`src/rtl/tank_sprite_pkg.sv`:
```
// tank_sprite_pkg: sprite geometry, widths, enums and the rotation address map
// shared by the tank sprite read engine.
package tank_sprite_pkg;

    localparam int SPR_W   = 40;
    localparam int SPR_H   = 40;
    localparam int PIX_W   = 12;
    localparam int ADDR_W  = 12;
    localparam int COORD_W = 10;
    localparam int COL_W   = 6;

    localparam logic [PIX_W-1:0] TRANSP = 12'h000;

    typedef enum logic [1:0] {
        DIR_UP    = 2'd0,
        DIR_DOWN  = 2'd1,
        DIR_LEFT  = 2'd2,
        DIR_RIGHT = 2'd3
    } dir_e;

    typedef enum logic [1:0] {
        IDLE  = 2'd0,
        CHECK = 2'd1,
        FETCH = 2'd2,
        DRAIN = 2'd3
    } state_e;

    // One stored "up" image serves all headings by remapping row/col to a ROM address
    function automatic logic [ADDR_W-1:0] spr_addr(input logic [COL_W-1:0] row,
                                                   input logic [COL_W-1:0] col,
                                                   input dir_e dir);
        logic [ADDR_W-1:0] r;
        logic [ADDR_W-1:0] c;
        logic [ADDR_W-1:0] w;
        logic [ADDR_W-1:0] last;
        r    = ADDR_W'(row);
        c    = ADDR_W'(col);
        w    = ADDR_W'(SPR_W);
        last = ADDR_W'(SPR_W - 1);
        case (dir)
            DIR_UP:   spr_addr = r * w + c;
            DIR_DOWN: spr_addr = (last - r) * w + (last - c);
            DIR_LEFT: spr_addr = c * w + (last - r);
            default:  spr_addr = (last - c) * w + r;
        endcase
    endfunction

endpackage

```
`src/rtl/tank_sprite_reader_if.sv`:
```
// tank_sprite_reader_if: sprite ROM read bus (address out, data back).
interface tank_sprite_reader_if;
    import tank_sprite_pkg::*;

    logic [ADDR_W-1:0] rom_addr;
    logic [PIX_W-1:0]  rom_data;

    modport master (output rom_addr, input rom_data);
    modport slave  (input rom_addr, output rom_data);

endinterface

```
`src/rtl/sprite_line_buf.sv`:
```
// sprite_line_buf: two sprite-row banks; the back bank is filled while the
// front bank is displayed, and a swap exchanges them along with valid flags.
module sprite_line_buf
    import tank_sprite_pkg::*;
(
    input  logic             clk,
    input  logic             rst_n,
    input  logic             swap,
    input  logic             wr_en,
    input  logic [COL_W-1:0] wr_idx,
    input  logic [PIX_W-1:0] wr_data,
    input  logic             set_valid,
    input  logic [COL_W-1:0] rd_idx,
    output logic [PIX_W-1:0] rd_data,
    output logic             front_valid
);

    logic bank_q, bank_d;
    logic front_valid_q, front_valid_d;
    logic back_valid_q, back_valid_d;
    logic [PIX_W-1:0] mem_q [2][SPR_W];

    // A swap hands the back bank's validity to the front and starts a fresh, invalid back bank
    always_comb begin
        bank_d        = bank_q;
        front_valid_d = front_valid_q;
        back_valid_d  = back_valid_q;
        if (swap) begin
            bank_d        = ~bank_q;
            front_valid_d = back_valid_q;
            back_valid_d  = 1'b0;
        end else if (set_valid) begin
            back_valid_d = 1'b1;
        end
    end

    // Bank select and valid flags
    always_ff @(posedge clk or negedge rst_n) begin
        if (!rst_n) begin
            bank_q        <= 1'b0;
            front_valid_q <= 1'b0;
            back_valid_q  <= 1'b0;
        end else begin
            bank_q        <= bank_d;
            front_valid_q <= front_valid_d;
            back_valid_q  <= back_valid_d;
        end
    end

    // Pixel storage needs no reset because the valid flags gate its use
    always_ff @(posedge clk) begin
        if (wr_en) begin
            mem_q[bank_q][wr_idx] <= wr_data;
        end
    end

    // Front-bank read, returning zero for indices beyond the sprite width
    always_comb begin
        rd_data = '0;
        if (rd_idx < COL_W'(SPR_W)) begin
            rd_data = mem_q[~bank_q][rd_idx];
        end
    end

    assign front_valid = front_valid_q;

endmodule

```
`src/rtl/tank_sprite_reader.sv`:
```
// tank_sprite_reader: prefetches one sprite row per hblank into a double line
// buffer (with heading rotation) and emits the sprite pixel during active video.
// Build option: define SPR_TRANSP_EN to make colour TRANSP non-hitting.
module tank_sprite_reader
    import tank_sprite_pkg::*;
(
    input  logic                clk,
    input  logic                rst_n,
    input  logic                line_start,
    input  logic [COORD_W-1:0]  next_line,
    input  logic [COORD_W-1:0]  hcount,
    input  logic [COORD_W-1:0]  spr_x,
    input  logic [COORD_W-1:0]  spr_y,
    input  logic [1:0]          spr_dir,
    input  logic                spr_en,
    tank_sprite_reader_if.master rom,
    output logic [PIX_W-1:0]    pix_out,
    output logic                pix_hit,
    output logic                busy
);

    localparam int DIFF_W = COORD_W + 1;

    state_e             state_q, state_d;
    logic [COL_W-1:0]   col_q, col_d;
    logic [COL_W-1:0]   row_q, row_d;
    dir_e               dir_q, dir_d;
    logic               en_q, en_d;
    logic [COORD_W-1:0] line_q, line_d;
    logic [COORD_W-1:0] spr_y_q, spr_y_d;
    logic [COORD_W-1:0] spr_x_back_q, spr_x_back_d;
    logic [COORD_W-1:0] spr_x_front_q, spr_x_front_d;
    logic [ADDR_W-1:0]  rom_addr_q, rom_addr_d;
    logic [PIX_W-1:0]   pix_out_q, pix_out_d;
    logic               pix_hit_q, pix_hit_d;

    logic [DIFF_W-1:0]  row_full;
    logic [DIFF_W-1:0]  col_off;
    logic               in_win;
    logic               swap;
    logic               wr_en;
    logic               set_valid;
    logic [COL_W-1:0]   wr_idx;
    logic [PIX_W-1:0]   rd_data;
    logic               front_valid;

    sprite_line_buf u_line_buf (
        .clk         (clk),
        .rst_n       (rst_n),
        .swap        (swap),
        .wr_en       (wr_en),
        .wr_idx      (wr_idx),
        .wr_data     (rom.rom_data),
        .set_valid   (set_valid),
        .rd_idx      (col_off[COL_W-1:0]),
        .rd_data     (rd_data),
        .front_valid (front_valid)
    );

    // Prefetch sequencer; a line_start in any state swaps banks and restarts, aborting a partial fetch
    always_comb begin
        state_d       = state_q;
        col_d         = col_q;
        row_d         = row_q;
        dir_d         = dir_q;
        en_d          = en_q;
        line_d        = line_q;
        spr_y_d       = spr_y_q;
        spr_x_back_d  = spr_x_back_q;
        spr_x_front_d = spr_x_front_q;
        rom_addr_d    = rom_addr_q;
        swap          = 1'b0;
        wr_en         = 1'b0;
        set_valid     = 1'b0;
        wr_idx        = col_q - COL_W'(1);
        row_full      = {1'b0, line_q} - {1'b0, spr_y_q};
        if (line_start) begin
            swap          = 1'b1;
            line_d        = next_line;
            spr_y_d       = spr_y;
            spr_x_front_d = spr_x_back_q;
            spr_x_back_d  = spr_x;
            dir_d         = dir_e'(spr_dir);
            en_d          = spr_en;
            state_d       = CHECK;
        end else begin
            case (state_q)
                CHECK: begin
                    if (!en_q || (line_q < spr_y_q) || (row_full >= DIFF_W'(SPR_H))) begin
                        state_d = IDLE;
                    end else begin
                        row_d      = row_full[COL_W-1:0];
                        col_d      = '0;
                        rom_addr_d = spr_addr(row_full[COL_W-1:0], '0, dir_q);
                        state_d    = FETCH;
                    end
                end
                FETCH: begin
                    wr_en = (col_q != '0);
                    if (col_q == COL_W'(SPR_W - 1)) begin
                        state_d = DRAIN;
                    end else begin
                        col_d      = col_q + COL_W'(1);
                        rom_addr_d = spr_addr(row_q, col_q + COL_W'(1), dir_q);
                    end
                end
                DRAIN: begin
                    wr_en     = 1'b1;
                    wr_idx    = COL_W'(SPR_W - 1);
                    set_valid = 1'b1;
                    state_d   = IDLE;
                end
                default: begin
                    state_d = IDLE;
                end
            endcase
        end
    end

    // Display lookup: the front row is shown starting at the spr_x captured with it
    always_comb begin
        col_off   = {1'b0, hcount} - {1'b0, spr_x_front_q};
        in_win    = front_valid && (hcount >= spr_x_front_q) && (col_off < DIFF_W'(SPR_W));
        pix_out_d = in_win ? rd_data : '0;
`ifdef SPR_TRANSP_EN
        pix_hit_d = in_win && (rd_data != TRANSP);
`else
        pix_hit_d = in_win;
`endif
    end

    // Sequencer, latched sprite parameters, ROM address and display output registers
    always_ff @(posedge clk or negedge rst_n) begin
        if (!rst_n) begin
            state_q       <= IDLE;
            col_q         <= '0;
            row_q         <= '0;
            dir_q         <= DIR_UP;
            en_q          <= 1'b0;
            line_q        <= '0;
            spr_y_q       <= '0;
            spr_x_back_q  <= '0;
            spr_x_front_q <= '0;
            rom_addr_q    <= '0;
            pix_out_q     <= '0;
            pix_hit_q     <= 1'b0;
        end else begin
            state_q       <= state_d;
            col_q         <= col_d;
            row_q         <= row_d;
            dir_q         <= dir_d;
            en_q          <= en_d;
            line_q        <= line_d;
            spr_y_q       <= spr_y_d;
            spr_x_back_q  <= spr_x_back_d;
            spr_x_front_q <= spr_x_front_d;
            rom_addr_q    <= rom_addr_d;
            pix_out_q     <= pix_out_d;
            pix_hit_q     <= pix_hit_d;
        end
    end

    assign rom.rom_addr = rom_addr_q;
    assign pix_out      = pix_out_q;
    assign pix_hit      = pix_hit_q;
    assign busy         = (state_q != IDLE);

endmodule

```
`src/flat_wrapper.sv`:
```
// flat-port wrapper written by rule: the top's interface ports become plain ports
module tank_sprite_reader_flat import tank_sprite_pkg::*;
  (clk, rst_n, line_start, next_line, hcount, spr_x, spr_y, spr_dir, spr_en, pix_out, pix_hit, busy, rom_rom_addr, rom_rom_data);
  tank_sprite_reader_if rom_i ();
  input  logic clk;
  input  logic rst_n;
  input  logic line_start;
  input  logic [COORD_W-1:0] next_line;
  input  logic [COORD_W-1:0] hcount;
  input  logic [COORD_W-1:0] spr_x;
  input  logic [COORD_W-1:0] spr_y;
  input  logic [1:0] spr_dir;
  input  logic spr_en;
  output logic [PIX_W-1:0] pix_out;
  output logic pix_hit;
  output logic busy;
  output wire logic [$bits(rom_i.rom_addr)-1:0] rom_rom_addr;
  input wire logic [$bits(rom_i.rom_data)-1:0] rom_rom_data;
  assign rom_rom_addr = rom_i.rom_addr;
  assign rom_i.rom_data = rom_rom_data;
  tank_sprite_reader u_core (.clk(clk), .rst_n(rst_n), .line_start(line_start), .next_line(next_line), .hcount(hcount), .spr_x(spr_x), .spr_y(spr_y), .spr_dir(spr_dir), .spr_en(spr_en), .rom(rom_i), .pix_out(pix_out), .pix_hit(pix_hit), .busy(busy));
endmodule
```
`config.mk`:
```
export PLATFORM = sky130hd
export DESIGN_NAME = tank_sprite_reader_flat
export DESIGN_NICKNAME = d
export VERILOG_FILES = /design/src/rtl/tank_sprite_pkg.sv /design/src/rtl/tank_sprite_reader_if.sv /design/src/rtl/sprite_line_buf.sv /design/src/rtl/tank_sprite_reader.sv /design/src/flat_wrapper.sv
export SDC_FILE = /design/constraint.sdc
export NUM_CORES = 1
export LEC_CHECK = 0
export CAP_MARGIN = 15
export CORE_MARGIN = 5
export CORE_UTILIZATION = 60
export CTS_BUF_LIST = sky130_fd_sc_hd__clkbuf_8
export CTS_CLUSTER_DIAMETER = 120
export CTS_CLUSTER_SIZE = 28
export DETAILED_ROUTE_END_ITERATION = 10
export DONT_BUFFER_PORTS = 1
export GPL_TIMING_DRIVEN = 0
export PLACE_DENSITY = 0.77
export SLEW_MARGIN = 20
export SYNTH_ARGS = -nofsm -noshare
export SYNTH_HDL_FRONTEND = slang
export SYNTH_SLANG_ARGS = --single-unit
```
`constraint.sdc`:
```
create_clock -name clk -period 4.8 [get_ports clk]
set_input_delay 0.72 -clock clk [delete_from_list [all_inputs] [get_ports clk]]
set_output_delay 0.72 -clock clk [all_outputs]
set_load 0.005 [all_outputs]
```
## Word level (Yosys, flattened, before mapping)

Memory sizes are Yosys's and may differ from the RTL's.
Cells that the tools add are included.

- Register bits after elaboration: 85
- Memory bits (writable): 960
- Output and inout port bits: 26
- Memories kept: 1

Memories:

| name | depth | width | read ports | clocked after memory_dff | wr ports | RTL line | RTL |
|---|---|---|---|---|---|---|---|
| u_core.u_line_buf.mem_q | 2 | 480 | 1 | 0 | 1 | sprite_line_buf.sv:21 | `logic [PIX_W-1:0] mem_q [2][SPR_W];` |

- $add $sub $neg: 13
- Multipliers: 6
- Magnitude comparators: 8
- Eq/ne operators: 9
- Muxes and demuxes: 30
- Bitwise operators: 5
- Reductions and logical operators: 13

Operators with widths:

| cell | count |
|---|---|
| 2-to-1 mux 480 bit | 1 |
| 2-to-1 mux 12 bit | 7 |
| binary-select mux 12 bit (select 6 bit) | 1 |
| demux 12 bit (select 6 bit) | 1 |
| case mux 12 bit (3 select lines) | 2 |
| multiplier 12 x 3 -> 9 bit, second input constant | 3 |
| multiplier 6 x 3 -> 9 bit, second input constant | 3 |
| adder 12 bit | 2 |
| adder 12 x 6 -> 12 bit | 2 |
| 2-to-1 mux 6 bit | 4 |
| case mux 12 bit (2 select lines) | 1 |
| subtractor 10 x 10 -> 11 bit | 2 |
| subtractor 6 x 6 -> 7 bit, first input constant | 3 |
| >= comparator 7 bit, second input constant | 2 |
| NOT 6 -> 7 bit | 2 |
| adder 11 x 6 -> 12 bit, first input constant | 1 |
| adder 12 x 6 -> 12 bit, second input constant | 1 |
| case mux 6 bit (2 select lines) | 1 |
| >= comparator 11 x 6 -> 1 bit, second input constant | 1 |
| < comparator 11 x 6 -> 1 bit, second input constant | 1 |
| >= comparator 10 bit | 1 |
| < comparator 10 bit | 1 |
| < comparator 7 x 1 -> 1 bit, second input constant | 1 |
| 2-to-1 mux 1 bit | 7 |
| 20 further kinds | 33 |

## Depth between registers and ports, before layout

- Word-level depth: 9
- Depth in mapped cells: 18
- Gate-level depth less buffers: 18

## Cells and area by module

From an unflattened synthesis, not the netlist that was laid out.

- Cell total of the unflattened synthesis: 2558
- Area, all modules: 44828.0 um2

By module, submodules not included:

| module | instances | cells an instance | area each (um2) | seq. area each (um2) |
|---|---|---|---|---|
| sprite_line_buf | 1 | 1737 | 37374.6 | 28902.7 |
| tank_sprite_reader | 1 | 821 | 7453.4 | 2052.0 |

## Worst setup path after synthesis

OpenSTA, ideal clock, no wires.

- Path type: reg2reg
- Start point: register u_core.col_q[0]
- End point: register u_core.rom_addr_q[11], in the netlist u_core.rom.rom_addr[11]
- Arrival time: 4.063 ns
- Slack: 0.601 ns
- Cell stages (with the launch flop): 18
- Buffers on the path: 1
- Path through: dfrtp_1 -> ha_1 -> clkbuf_1 -> nand3_1 -> xnor2_1 -> inv_1 -> ha_1 -> xnor2_1 -> ha_1 -> ha_1 -> or2_2 -> nand3_1 -> nand2_1 -> nor3_1 -> xnor3_1 -> mux2_2 -> a221oi_1 -> o22ai_1

- Word-level cells in the longest chain between the ends: 7
- Elaborated cells between the ends (all ways): 14
- Classes of those cells: add/sub (6); mul (2); eq/ne (2); mux (3); reduce/logical (1)

RTL lines:

| what | RTL line | RTL |
|---|---|---|
| start, declared | tank_sprite_reader.sv:25 | `logic [COL_W-1:0] col_q, col_d;` |
| start signal, assigned | tank_sprite_reader.sv:149 | `col_q <= col_d;` |
| adder 6 x 1 -> 6 bit | tank_sprite_reader.sv:104 | `rom_addr_d = spr_addr(row_q, col_q + COL_W'(1), dir_q);` |
| subtractor 6 x 6 -> 7 bit | tank_sprite_pkg.sv:42, tank_sprite_pkg.sv:44 |  |
| multiplier 12 x 3 -> 9 bit | tank_sprite_pkg.sv:44 | `default: spr_addr = (last - c) * w + r;` |
| adder 12 x 6 -> 12 bit | tank_sprite_pkg.sv:44 |  |
| case mux 12 bit (3 select lines) | tank_sprite_pkg.sv:40 | `case (dir)` |
| 2-to-1 mux 12 bit | tank_sprite_reader.sv:100 | `if (col_q == COL_W'(SPR_W - 1)) begin` |
| case mux 12 bit (2 select lines) | tank_sprite_reader.sv:87 | `case (state_q)` |
| end signal, assigned | tank_sprite_reader.sv:157 | `rom_addr_q <= rom_addr_d;` |
| end, declared | tank_sprite_reader.sv:33 | `logic [ADDR_W-1:0] rom_addr_q, rom_addr_d;` |

Several ways; a longest one is shown, not always the timed one. The select of a mux whose other input is x is not followed.
A chain may end at the register's enable or synchronous reset.

## Final worst setup path

- Start point: register u_core.spr_x_front_q[0]
- End point: register u_core.pix_out_q[7], in the netlist u_core.pix_out[7]

- Word-level cells in the longest chain between the ends: 7
- Elaborated cells between the ends (all ways): 12
- Classes of those cells: add/sub (1); order compare (3); mux (5); bitwise (1); reduce/logical (2)

RTL lines:

| what | RTL line | RTL |
|---|---|---|
| start, declared | tank_sprite_reader.sv:32 | `logic [COORD_W-1:0] spr_x_front_q, spr_x_front_d;` |
| start signal, assigned | tank_sprite_reader.sv:156 | `spr_x_front_q <= spr_x_front_d;` |
| subtractor 10 x 10 -> 11 bit | tank_sprite_reader.sv:122 | `col_off = {1'b0, hcount} - {1'b0, spr_x_front_q};` |
| NOT 6 -> 7 bit | sprite_line_buf.sv:61 | `rd_data = mem_q[~bank_q][rd_idx];` |
| binary-select mux 12 bit (select 6 bit) | sprite_line_buf.sv:61 |  |
| 2-to-1 mux 12 bit (not written as such) (2 in series) | sprite_line_buf.sv:61 |  |
| 2-to-1 mux 12 bit | sprite_line_buf.sv:60 | `if (rd_idx < COL_W'(SPR_W)) begin` |
| 2-to-1 mux 12 bit * | tank_sprite_reader.sv:124 | `pix_out_d = in_win ? rd_data : '0;` |
| via u_core.pix_out_d[7] | tank_sprite_reader.sv:34 | `logic [PIX_W-1:0] pix_out_q, pix_out_d;` |
| end signal, assigned | tank_sprite_reader.sv:158 | `pix_out_q <= pix_out_d;` |
| end, declared | tank_sprite_reader.sv:34 |  |

Mark *: on every way through the listed nets, which the timed path passes. The rest lies on a longest branch. The select of a mux whose other input is x is not followed.

==> flow_summary.json <==
{
  "status": "finished clean",
  "syn_area_mm2": 0.0445,
  "grt_usage": 0.258,
  "yosysWarnings": 0,
  "cp-start-kind": "flop",
  "ys_seq_elements": 1045,
  "stdcell_count": 3396,
  "synth_most_common_cell": "edfxtp_1",
  "clock_latency_ns": 0.74,
  "place.port_buffers": 0,
  "crit_fanout": 10,
  "place_congestion": 0.967,
  "grt_max_degree": 86,
  "path_cells": "ha_1 > clkbuf_1 > clkdlybuf4s15_1 > buf_1 > mux4_2 > nand2_1 > a21oi_1 > o31a_2",
  "synthFlopType": "edfxtp_1",
  "setup_viol": 0,
  "r2r_setup_slack_ns": 0.009,
  "max_slew_margin": 0.191,
  "p_per_area_mw_per_mm2": 433,
  "synth_compound_gate_area_share": 0.0326,
  "viasPerCell": 6.73,
  "grt_pass1_vias": 22400,
  "synthTopCellsByArea": "edfxtp_1, mux4_2, dfrtp_1, ha_1, nor2_1",
  "tightest_slew_ns": 1.21,
  "post-place-cells": 3313,
  "slowest_stage": "clkdlybuf4s15_1",
  "synth_top_area_share": 0.648,
  "synth-xor-area-share": 0.0163,
  "clock_sinks": 1045,
  "crit_buf_inv": 3,
  "drtIter0Drc": 3262,
  "critPathKind": "reg -> reg",
  "numCtsBuffers": 43,
  "final_util": 0.639,
  "antenna_left": 0,
  "finalWorstSetupSlack_ns": 0.00885,
  "vdd_drop_max_mv": 0.297,
  "critical_path_required_ns": 5.40,
  "syn2layout_area_growth_pct": 5.17,
  "die_h_um": 282,
  "synth_top_family_by_area": "multiplexers",
  "cts_tree": "done",
  "grt_overflow": 0,
  "maxSlewViolCount": 0,
  "fin_crit_sh": 0.998,
  "core-area_mm2": 0.0732,
  "initial_core_util": 0.608,
  "finalWirelength_mm": 102,
  "clk_pin_slew_ns": 0.16,
  "post_drt_wl_per_cell_um": 30.0,
  "cp-end-kind": "flop",
  "slowest_delay_ns": 0.86,
  "die_w_um": 282,
  "drive_gt1_frac": 0.210,
  "postSynthAreaPerCell_um2": 18.9,
  "root_buffer": "clkbuf_8",
  "yosys.area_share.simple": 0.0337,
  "synthAdderAreaFrac": 0.0361,
  "holdCritPathClass": "in -> reg",
  "die_area_mm2": 0.0797,
  "cts_max_path_buffers": 3,
  "rsz0062_at_grt": "true",
  "synthCells": 2354,
  "yosysTopAreaCell": "edfxtp_1",
  "arrival_ns": 5.40,
  "fp-row-count": 99,
  "fin_skew_ns": 0.0333,
  "hold_viol": 0,
  "ys_types": 72,
  "synth_common_cells": "edfxtp_1, mux4_2, nor2_1",
  "place_ws_ns": -0.359,
  "crit_family": "buffers and inverters",
  "fin_crit_ns": 4.79,
  "syn-num-nets": 2533,
  "io-pin-count": 84,
  "drv_cap": 0,
  "h-tree-depth": 2,
  "vias": 22900,
  "async_flop_share": 0.0813,
  "antenna_found_initial": 6,
  "final_nets": 2579,
  "remaining_drc_errors": 0,
  "max_freq_ghz": 0.209,
  "synthMuxAreaShare": 0.168,
  "hpwl_mm": 66.9,
  "setup_tns_ns": 0,
  "yosysSeqAreaShare": 0.696,
  "dr.pass1.iters": 5,
  "synth_edf_count": 960,
  "grt_pass1_wl_mm": 151,
  "p_leak_uw": 0.0153
}
layout make-up:
cell class	count	area, um^2
antenna	2	5.00
buffer	101	439
clock buffer	44	606
clock inverter	36	183
fill	4816	26400
inverter	90	338
multi-input combinational	1114	13000
sequential	1045	31000
tap	959	1200
timing repair buffer	5	67.6
sequential cells by signal, summed over array words and instances (netlist names), 6 cells and up:
register / flops
u_core.col_q: 6
u_core.line_q: 10
u_core.pix_out: 12
u_core.rom.rom_addr: 12
u_core.row_q: 6
u_core.spr_x_back_q: 10
u_core.spr_x_front_q: 10
u_core.spr_y_q: 10
u_core.u_line_buf.mem_q: 960
where the power goes:
part           leakage, uW  total, uW  switching (uW)  internal, uW
Sequential         0.00967      10100            94.2         10000
Combinational      0.00514       6660            3540          3120
Clock             0.000510       3490            2550           941
per-layer routing:
metal | wire length, um | track usage | vias to the layer above | part of all wire
li1 | - | - | 9464 | -
met1 | 39900 | 0.389 | 11900 | 0.39
met2 | 48400 | 0.400 | 1324 | 0.47
met3 | 11200 | 0.0545 | 142 | 0.11
met4 | 2510 | 0.0626 | 0 | 0.025
met5 | 0 | 0 | - | 0
stage by stage:
step / area, um^2 / hold slack (ns) / total power (uW)
after floorplan: 44500 / 0.424 / 15100
after detailed placement: 45700 / 0.428 / 16900
after CTS: 46600 / 0.0265 / 20300
final: 46800 / 0.0820 / 20300
after global routing: 46800 / 0.0303 / 21100
after global placement: 45700 / 0.428 / 16800
cells by family (layout without fill, tap and decap cells):
| logic type | count (synthesis) | after routing |
|---|---|---|
| buffers and inverters | 195 | 276 |
| AND/OR/NAND/NOR | 340 | 340 |
| flip-flops | 1045 | 1045 |
| adder cells (fa/ha/maj) | 121 | 121 |
| other | 0 | 2 |
| AO/OA/AOI/OAI | 218 | 218 |
| XOR/XNOR | 78 | 78 |
| multiplexers | 357 | 357 |
worst reg2reg max path, cell delays in order, from the launching register on:
cell	delay [ns]
dfrtp_1	0.41
ha_1	0.80
clkbuf_1	0.76
clkdlybuf4s15_1	0.86
buf_1	0.68
mux4_2	0.46
nand2_1	0.10
a21oi_1	0.17
o31a_2	0.44
worst paths after layout:
kind	cells past startpoint	to	start
max	8	u_core.pix_out[7]	u_core.spr_x_front_q[0]
max reg2reg	8	u_core.pix_out[7]	u_core.spr_x_front_q[0]
min reg2reg	2	u_core.spr_x_front_q[6]	u_core.spr_x_back_q[6]
min	0	u_core.u_line_buf.mem_q[1][34]	rom_rom_data[10]
min in group asynchronous	2	u_core.rom.rom_addr[10]	rst_n
max in group asynchronous	2	u_core.pix_out[11]	rst_n
repair_timing:
item | in CTS | in global routing
endpoints found under the setup margin | 2 | 14
endpoints found under the hold margin | 85 | 0
buffers inserted | 0 | 2
pin swaps | 0 | 2
gates resized for setup | 5 | 14
hold buffers | 2 | 0
cell usage in the layout (no fill, tap or decap), types with 6 or more instances in the layout:
cell / count
a21o_1: 15
a21oi_1: 68
mux4_2: 306
mux2_2: 32
ha_1: 108
fa_1: 12
nand2b_1: 17
o21a_1: 12
edfxtp_1: 960
buf_2: 17
o31a_2: 7
o22ai_1: 6
o211ai_1: 8
nand3_1: 17
xor2_1: 30
xnor2_1: 39
clkbuf_1: 52
and3_1: 16
inv_1: 119
a211oi_1: 7
o21ai_0: 43
nor3_1: 12
nor2_2: 61
dfrtp_1: 84
nor2b_1: 8
o31a_1: 8
clkbuf_8: 44
mux2i_1: 14
buf_1: 25
nor2_1: 67
nand2_1: 114
nor4_1: 6
Power figures use the tool's default switching activity.
